`src/rtl/reset_sequencer.sv`:
```
// Staged board reset release: holds every domain in reset for HOLD_CYCLES edges,
// then releases domain 0..NUM_DOMAINS-1 in order, GAP_CYCLES edges apart.
// Latency: rst_req reaches the sequencer after a 2-flop synchronizer; all domains
//   are re-asserted by the 3rd edge after rst_req rises.
// Backpressure: none; rst_req is a level request that holds the sequence at
//   its start for as long as it stays high.
// Ports:
//   clock      - system clock
//   reset      - async active-high reset, forces all outputs to their reset values
//   rst_req    - async level-sensitive external reset request (e.g. pushbutton)
//   domain_rst - active-high per-domain resets, bit k released k-th
//   seq_busy   - high while any domain_rst bit is asserted
//   seq_done   - high once every domain has been released
//   req_count  - number of accepted rst_req assertions, saturating at 255
module reset_sequencer #(
  parameter int NUM_DOMAINS = 4,
  parameter int HOLD_CYCLES = 16,
  parameter int GAP_CYCLES  = 8,
  parameter int CNT_W       = 16
) (
  input  logic                   clock,
  input  logic                   reset,
  input  logic                   rst_req,
  output logic [NUM_DOMAINS-1:0] domain_rst,
  output logic                   seq_busy,
  output logic                   seq_done,
  output logic [7:0]             req_count
);

  // Counter value on the edge that releases the final domain.
  localparam logic [CNT_W-1:0] LAST_CNT =
    CNT_W'(HOLD_CYCLES + (NUM_DOMAINS - 1) * GAP_CYCLES);
  localparam logic [CNT_W-1:0] HOLD_CNT = CNT_W'(HOLD_CYCLES);

  typedef enum logic [1:0] {
    ST_HOLD,
    ST_RELEASE,
    ST_DONE
  } state_t;

  state_t                 state_q, state_d;
  logic [CNT_W-1:0]       cnt_q, cnt_d;
  logic [NUM_DOMAINS-1:0] dom_q, dom_d;
  logic                   done_q, done_d;
  logic                   busy_q, busy_d;
  logic [7:0]             req_cnt_q, req_cnt_d;

  // Request synchronizer (req_m_q -> req_s_q) plus one delayed copy for edge detect.
  logic req_m_q, req_s_q, req_d_q;

  always_ff @(posedge clock or posedge reset) begin
    if (reset) begin
      req_m_q <= 1'b0;
      req_s_q <= 1'b0;
      req_d_q <= 1'b0;
    end else begin
      req_m_q <= rst_req;
      req_s_q <= req_m_q;
      req_d_q <= req_s_q;
    end
  end

  always_ff @(posedge clock or posedge reset) begin
    if (reset) begin
      state_q   <= ST_HOLD;
      cnt_q     <= '0;
      dom_q     <= '1;
      done_q    <= 1'b0;
      busy_q    <= 1'b1;
      req_cnt_q <= 8'd0;
    end else begin
      state_q   <= state_d;
      cnt_q     <= cnt_d;
      dom_q     <= dom_d;
      done_q    <= done_d;
      busy_q    <= busy_d;
      req_cnt_q <= req_cnt_d;
    end
  end

  always_comb begin
    state_d   = state_q;
    cnt_d     = cnt_q;
    dom_d     = dom_q;
    done_d    = done_q;
    busy_d    = busy_q;
    req_cnt_d = req_cnt_q;

    // Count request rising edges only, not the cycles the request is held.
    if (req_s_q && !req_d_q && (req_cnt_q != 8'hFF)) begin
      req_cnt_d = req_cnt_q + 8'd1;
    end

    if (req_s_q) begin
      // A live request wins over any release due on this edge and parks the
      // counter at 0, so the first edge after it drops is edge 1 again.
      state_d = ST_HOLD;
      cnt_d   = '0;
      dom_d   = '1;
      done_d  = 1'b0;
      busy_d  = 1'b1;
    end else begin
      case (state_q)
        ST_HOLD, ST_RELEASE: begin
          cnt_d = cnt_q + CNT_W'(1);
          // cnt_d is the number of the edge being taken; each domain has
          // one scheduled edge, and the counter only moves forward, so
          // releases come out in ascending order.
          for (int k = 0; k < NUM_DOMAINS; k++) begin
            if (cnt_d == CNT_W'(HOLD_CYCLES + k * GAP_CYCLES)) begin
              dom_d[k] = 1'b0;
            end
          end
          // Checked first so a single-domain build goes straight to DONE.
          if (cnt_d == LAST_CNT) begin
            state_d = ST_DONE;
            done_d  = 1'b1;
            busy_d  = 1'b0;
          end else if (cnt_d == HOLD_CNT) begin
            state_d = ST_RELEASE;
          end
        end
        ST_DONE: begin
          // Counter frozen, all domains released.
        end
        default: begin
          state_d = ST_HOLD;
        end
      endcase
    end
  end

  assign domain_rst = dom_q;
  assign seq_done   = done_q;
  assign seq_busy   = busy_q;
  assign req_count  = req_cnt_q;

endmodule

```
`config.mk`:
```
export PLATFORM = sky130hd
export DESIGN_NAME = reset_sequencer
export DESIGN_NICKNAME = d
export VERILOG_FILES = /design/src/rtl/reset_sequencer.sv
export SDC_FILE = /design/constraint.sdc
export NUM_CORES = 1
export LEC_CHECK = 0
export ABC_AREA = 1
export BUFFER_PORTS_ARGS = -buffer_cell sky130_fd_sc_hd__buf_2
export CAP_MARGIN = 30
export CORE_MARGIN = 1
export CORE_UTILIZATION = 40
export CTS_CLUSTER_DIAMETER = 40
export DETAILED_ROUTE_END_ITERATION = 8
export GPL_TIMING_DRIVEN = 0
export PLACE_DENSITY_LB_ADDON = 0.05
export SLEW_MARGIN = 20
export SYNTH_ARGS = -nofsm -noshare
export SYNTH_HDL_FRONTEND = slang
export SYNTH_SLANG_ARGS = --single-unit
export TNS_END_PERCENT = 50
```
`constraint.sdc`:
```
create_clock -name clock -period 2.2 [get_ports clock]
set_clock_uncertainty 0.05 [all_clocks]
set_input_delay 0.11 -clock clock [delete_from_list [all_inputs] [get_ports clock]]
set_output_delay 0.11 -clock clock [all_outputs]
set_load 0.02 [all_outputs]
```
[Word-level counts from Yosys, hierarchy flattened]
Index checks and enable logic that the tools add are counted.
Storage, ports and cells
  bits in registers: 35
  input bits: 3
Cells by class
  add/sub/neg operators: 2
  eq/ne operators: 9
  muxes and demuxes: 17
  reductions and logical operators: 15
Operators with widths (count)
  $eq 16x5->1 const B: 2
  $eq 16x6->1 const B: 2
  $mux 16: 2
  $add 16x1->16 const B: 1
  $reduce_and 2->1: 5
  $reduce_bool 2->1: 5
  $mux 1: 9
  $add 8x1->8 const B: 1
  $mux 4: 2
  $ne 8x8->1 const B: 1
  $mux 2: 3
  $ne 4x4->1 const B: 1
  $pmux 2 s2: 1
  $eq 2x1->1 const B: 1
  $eq 2x2->1 const B: 1
  $logic_and 1x1->1: 2
  $logic_not 2->1: 1
  $ne 2x2->1 const B: 1
  $reduce_or 2->1: 1
  $logic_not 1->1: 1

[Depth between registers and ports, before layout]
Gate-level depths: netlist of the first run.
  depth in word-level cells: 6
  depth in mapped cells: 13
  mapped depth without buffers: 13

[Least setup slack after synthesis of the first run]
No wires, ideal clock.
  path type: register to register
  start point: register cnt_q[0]
  end point: register state_q[0]
  library setup time: 0.115 ns
  arrival time: 1.493 ns
  slack: 0.543 ns
  cell stages (with the launch flop): 9
  path buffers: 0
  clock period less this slack: 1.657 ns
  cell sequence: dfrtp_1 > ha_1 > xor2_1 > nor2_1 > nand3_1 > nor3_1 > nand3_1 > nand2_1 > nor2_2
On the way
  cells in the longest elaborated chain, start to end: 5
RTL lines
  start: declaration: line 42  | logic [CNT_W-1:0] cnt_q, cnt_d;
  start signal: assignment: line 73  | cnt_q <= cnt_d;
  $add 16x1->16 (*): line 105  | cnt_d = cnt_q + CNT_W'(1);
  $eq 16x6->1: line 115  | if (cnt_d == LAST_CNT) begin
  $mux 2: line 115
  $pmux 2 s2: line 103  | case (state_q)
  $mux 2: line 94  | if (req_s_q) begin
  end signal: assignment: line 72  | state_q <= state_d;
  end: declaration: line 41  | state_t state_q, state_d;
Mark *: on every way between the ends. The rest lies on a longest branch, timed or not.
A chain may end at the register's enable or synchronous reset.

[Final worst setup path of the first run]
  start point: register cnt_q[1]
  end point: register state_q[1]
Same word-level chain as after synthesis.

==> impl_metrics.tcl, run 1 <==
set metrics [dict create \
    status "finished, final reports clean" \
    multi_input_area_um2 839.6 \
    critical_path_class "reg -> reg" \
    async_flop_share_pct 100.0 \
    grt_max_degree 35 \
    startpoint_type "flop" \
    worstPathRequired_ns 2.35 \
    cts_hold_buf 2 \
    num_vias 1523 \
    fin_setup_tns_ns 0 \
    grt_pass1_vias 1425 \
    vdd_drop_max_mv 0.2781 \
    finalSetupViolCount 0 \
    synthCells 230 \
    regArea_um2 855.8 \
    clock.fmax_mhz 518.2 \
    crit_chain "ha_1, nand2_2, nor2_4, nand3_1, nand2_1, nand2_1, inv_1, nand2_1, nor2_2, nand4_1, o21ai_0" \
    cts_tree "built" \
    insertion_delay_ns 0.29 \
    n_fill_cell 444 \
    synth.area.top_cells "dfrtp_1 41%, nand2_1 13%, dfstp_2 5.8%" \
    yosysTopAreaCell "dfrtp_1" \
    hold_viol 0 \
    synth_nets 236 \
    antenna_cells 0 \
    final_cell_mix "64 x nand2_1, 30 x dfrtp_1, 27 x inv_1" \
    rsz0062_at_grt "false" \
    cts_root_buf "clkbuf_8" \
    synth-seq-cells 34 \
    worstMarginPinSlew_ns 0.7127 \
    avgSynthCellArea_um2 7.893 \
    die_x_um 69.37 \
    core_area_um2 4354 \
    fp.dieH_um 69.37 \
    maxSlewViolCount 0 \
    path_clk_slew_ns 0.07 \
    synth_flop_cell "dfrtp_1" \
    cts_resized 0 \
    cap_viol_max_count 0 \
    critPathMaxStageDelay_ns 0.44 \
    fin_nets 261 \
    worstSetupEndpointType "flop" \
    numCtsBuffers 5 \
    slowest_stage "dfrtp_1" \
    row_count 24 \
    worstPathArrival_ns 2.08 \
    total_power_mw 1.547 \
    drive_above_1_share_pct 16.80 \
    cts_buffer_depth 2 \
    worstPathMaxFanout 7 \
    numClockSinks 34 \
    pin_count 17 \
    grt_pass1_wl_um 6672 \
    finalWirelength_um 3878 \
    p_per_area_nw_per_um2 737.6 \
    dp_hpwl_um 2787 \
    synth_enable_flop_cells 0 \
    postRouteAntennaNets 0 \
    port_buffers 16 \
    fin_util_pct 48.16 \
    drt_first_pass_iters 4 \
    ctsHtreeMaxLevel 2 \
    drc_errors 0 \
    post-cts-setup-buffer-count 0 \
    whs_ns 0.3007 \
    track_usage_pct 18.01 \
    dieArea_um2 4812 \
    max_slew_margin_pct 52.42 \
    gr-total-overflow 0 \
    synth_top_area_share_pct 41.35 \
    drt-wirelength-per-cell_um 12.59 \
    ys_seq_area_share_pct 47.14 \
    path_buf_inv 1 \
    hold_path.class "reg -> reg" \
    syn_area_um2 1815 \
    fin_crit_sh_pct 87.71 \
    yosysWarnings 0 \
    final_common_cell "nand2_1" \
    vias_per_cell 4.945 \
    place_congestion 0.8026 \
    antenna_found_initial 0 \
    area_growth_pct 15.51 \
    finalCriticalPeriod_ns 1.930 \
    p_leak_nw 0.9630 \
    yosysUniqueCellTypes 20 \
    cpMostUsedCell "nand2_1" \
    path_delay_family "simple AND/OR/NAND/NOR gates" \
    drt-initial-drc-count 44 \
    initial_core_util_pct 41.70 \
]
==> through the flow <==
stage | std cells | cell area, um^2 | worst slack [ns]
finish | 308 | 2097 | 0.2703
detailed placement | 298 | 1961 | 0.2794
global placement | 298 | 1961 | 0.2904
floorplan | 230 | 1815 | 0.5425
global route | 308 | 2097 | 0.04803
CTS | 308 | 2097 | 0.2524
==> cell families after synthesis <==
family | after synthesis | share of synthesized area, %
AO/OA/AOI/OAI | 20 | 6.616
XOR/XNOR | 8 | 3.859
adder cells (fa/ha/maj) | 3 | 2.068
buffers and inverters | 31 | 6.616
flip-flops | 34 | 47.14
AND/OR/NAND/NOR | 134 | 33.70
==> path summary, 6_finish.rpt <==
| path | slack [ns] | to | startpoint | depth (start not counted) |
|---|---|---|---|---|
| worst max register to register | 0.27 | state_q[1] | cnt_q[1] | 11 |
| min in group asynchronous | 0.44 | state_q[0] | reset | 3 |
| max in group asynchronous | 1.21 | cnt_q[15] | reset | 3 |
| worst min-delay path | 0.30 | req_s_q | req_m_q | 0 |
| worst max-delay path | 0.27 | state_q[1] | cnt_q[1] | 11 |
| worst min register to register | 0.30 | req_s_q | req_m_q | 0 |
==> cells in the mapped netlist, types with 3 or more instances <==
| cell | n |
|---|---|
| nand2_1 | 64 |
| dfrtp_1 | 30 |
| inv_1 | 28 |
| nor2_1 | 25 |
| nand3_1 | 20 |
| o22ai_1 | 10 |
| nand4_1 | 9 |
| o21ai_0 | 8 |
| nor2_2 | 5 |
| dfstp_2 | 4 |
| nand2_2 | 4 |
| nor2_4 | 4 |
| xnor2_1 | 4 |
| xor2_1 | 4 |
| ha_1 | 3 |
==> routing by layer <==
| layer | wire, um | vias to the layer above | track usage [%] |
|---|---|---|---|
| met1 | 1975 | 697 | 23.97 |
| met4 | 80 | 0 | 8.163 |
| met2 | 1692 | 24 | 27.40 |
| met5 | 0 | - | 0 |
| li1 | - | 794 | - |
| met3 | 130 | 8 | 4.797 |
==> worst register-to-register path, cell delays in order, from the launching register on <==
cell     delay [ns]
dfrtp_1        0.44
ha_1           0.25
nand2_2        0.08
nor2_4         0.18
nand3_1        0.10
nand2_1        0.07
nand2_1        0.04
inv_1          0.06
nand2_1        0.06
nor2_2         0.21
nand4_1        0.17
o21ai_0        0.13
==> report_power, final <==
part | leakage [nW] | switching [mW] | internal [mW]
logic | 0.461 | 0.127 | 0.0774
registers | 0.443 | 0.0655 | 0.676
clock network | 0.0585 | 0.231 | 0.369
total | 0.963 | 0.424 | 1.12
==> layout make-up <==
type | count | area share, %
clock inverter | 1 | 1.432
clock buffer | 7 | 4.117
inverter | 28 | 5.012
timing repair buffer | 18 | 4.773
tap | 52 | 3.103
multi-input combinational | 165 | 40.04
sequential | 34 | 40.81
buffer | 3 | 0.7160
==> state kept, by name, indices dropped and copies added, names as in the netlist <==
name	cells
seq_done	1
cnt_q	16
req_count	8
req_m_q	1
req_d_q	1
domain_rst	4
state_q	2
req_s_q	1
Note: power is estimated with default switching activity, not from simulation.
==> run 2: changes to the inputs <==
==> constraint.sdc (replaced) <==
create_clock -name clock -period 1.7 [get_ports clock]
set_clock_uncertainty 0.05 [all_clocks]
set_input_delay 0.085 -clock clock [delete_from_list [all_inputs] [get_ports clock]]
set_output_delay 0.085 -clock clock [all_outputs]
set_load 0.02 [all_outputs]
==> impl_metrics.tcl, run 2 (synthesized netlist as in run 1, its figures left out) <==
set metrics [dict create \
    fin_ws_ns -0.07759 \
    drt_first_pass_iters 4 \
    dp_hpwl_um 2787 \
    drive_above_1_share_pct 32.97 \
    n_fill_cell 412 \
    largest_reg_flops 16 \
    multi_input_area_um2 975.9 \
    cts_buffer_depth 2 \
    violations "negative setup slack" \
    drt-initial-drc-count 63 \
    antenna_found_initial 0 \
    numCtsBuffers 5 \
    initial_core_util_pct 41.70 \
    grt_pass1_wl_um 6810 \
    p_per_area_nw_per_um2 870.1 \
    finish.instance_area_um2 2375 \
    crit_path_end "state_q[1]" \
    fin_nets 278 \
    worstMarginPinSlew_ns 0.7127 \
    port_buffers 16 \
    max_slew_margin_pct 52.42 \
    drt-wirelength-per-cell_um 13.09 \
    track_usage_pct 18.38 \
    vias_per_cell 4.948 \
    row_count 24 \
    worstReg2RegStart "cnt_q[1]" \
    die_x_um 69.37 \
    p_leak_nw 1.090 \
    whs_ns 0.3007 \
    rsz0062_at_grt "true" \
    pre_cts_ws_ns -0.2206 \
    num_vias 1608 \
    finalCriticalPeriod_ns 1.778 \
    final_common_cell "nand2_1" \
    antenna_cells 0 \
    insertion_delay_ns 0.29 \
    grt_max_degree 35 \
    min-delay-start "req_m_q" \
    hold_viol 0 \
    maxSlewViolCount 0 \
    worstPathRequired_ns 1.82 \
    fin_setup_tns_ns -0.3429 \
    dieArea_um2 4812 \
    gr-total-overflow 0 \
    cts_root_buf "clkbuf_8" \
    place_congestion 0.8026 \
    rrSetupSlack_ns -0.08 \
    fp.dieH_um 69.37 \
    hold_path.class "reg -> reg" \
    postRouteAntennaNets 0 \
    crit_path_start "cnt_q[1]" \
    r2r_cells 11 \
    worstPathArrival_ns 1.89 \
    post_dp_cell_area_um2 1961 \
    startpoint_type "flop" \
    area_growth_pct 30.81 \
    pin_count 17 \
    grt_pass1_vias 1456 \
    r2r-end "state_q[1]" \
    finalSetupViolCount 7 \
    clock.fmax_mhz 562.6 \
    numClockSinks 34 \
    core_area_um2 4354 \
    worstSetupEndpointType "flop" \
    fin_crit_sh_pct 104.6 \
    finalWirelength_um 4253 \
    critical_path_class "reg -> reg" \
    final_cell_mix "55 x nand2_1, 29 x dfrtp_1, 25 x inv_1" \
    top_register "cnt_q" \
    total_power_mw 2.066 \
    cts_tree "built" \
    status "finished, violations left" \
    path_clk_slew_ns 0.08 \
    ctsHtreeMaxLevel 2 \
    cap_viol_max_count 0 \
    vdd_drop_max_mv 0.3866 \
    regArea_um2 857.1 \
    drc_errors 0 \
    worstPathMaxFanout 5 \
]
run 2: changes by cell type in the layout (fill, tap and decap cells not counted), moves of 3 or more:
cell,delta
buf_4,+14
buf_6,+3
nor2_4,+5
nor2_1,-8
nand3_1,-6
nand2_2,+7
nand2_1,-9
nand3_2,+6
nor2_2,+3
run 2: how the worst min path moves through the flow:
stage / to / slack (ns) / depth (start not counted)
finish: req_s_q / 0.30 / 0
global route: req_s_q / 0.31 / 0
CTS: req_s_q / 0.31 / 0
detailed placement: req_m_q / 0.14 / 1
global placement: req_m_q / 0.14 / 1
floorplan: req_m_q / 0.07 / 0
run 2: worst max-delay path: stages (launching register included):
cell and delay, ns:
dfrtp_1 0.41, buf_6 0.14, nand2_4 0.05, nor2_4 0.16, nand2_2 0.08, buf_4 0.14, o21ai_1 0.17, nand2_2 0.09
nand2_2 0.09, nor2_4 0.06, nand4_1 0.13, o21ai_1 0.09
run 2: report_power, final:
part           switching (mW)  internal (mW)  leakage [nW]
clock network           0.304          0.478        0.0585
logic                   0.188          0.134         0.590
registers              0.0876          0.875         0.442
run 2: metrics by stage:
step | std cells | utilization (%)
final | 325 | 54.54
after global routing | 325 | 54.54
after CTS | 312 | 49.45
after detailed placement | 298 | 45.03
after floorplan | 230 | -
after global placement | 298 | 45.03
run 2: final cells by class:
| type | count | area share, % |
|---|---|---|
| Tap cell | 52 | 2.740 |
| Clock buffer | 7 | 3.635 |
| Timing Repair Buffer | 35 | 10.06 |
| Inverter | 28 | 4.426 |
| Sequential cell | 34 | 36.09 |
| Buffer | 3 | 0.6849 |
| Multi-Input combinational cell | 165 | 41.10 |
| Clock inverter | 1 | 1.264 |
run 2: metal layers:
metal,global-route usage (%),wire length (um)
met4,8.163,85
met1,24.44,2000
met5,0,0
met3,4.797,249
met2,28.16,1917
run 2: repair_timing:
item,CTS,global route
hold endpoints to repair,31,0
resized for setup,9,36
buffers inserted,4,13
hold buffers,2,0
setup endpoints to repair,18,20
pin swaps,5,28
cloned,0,0
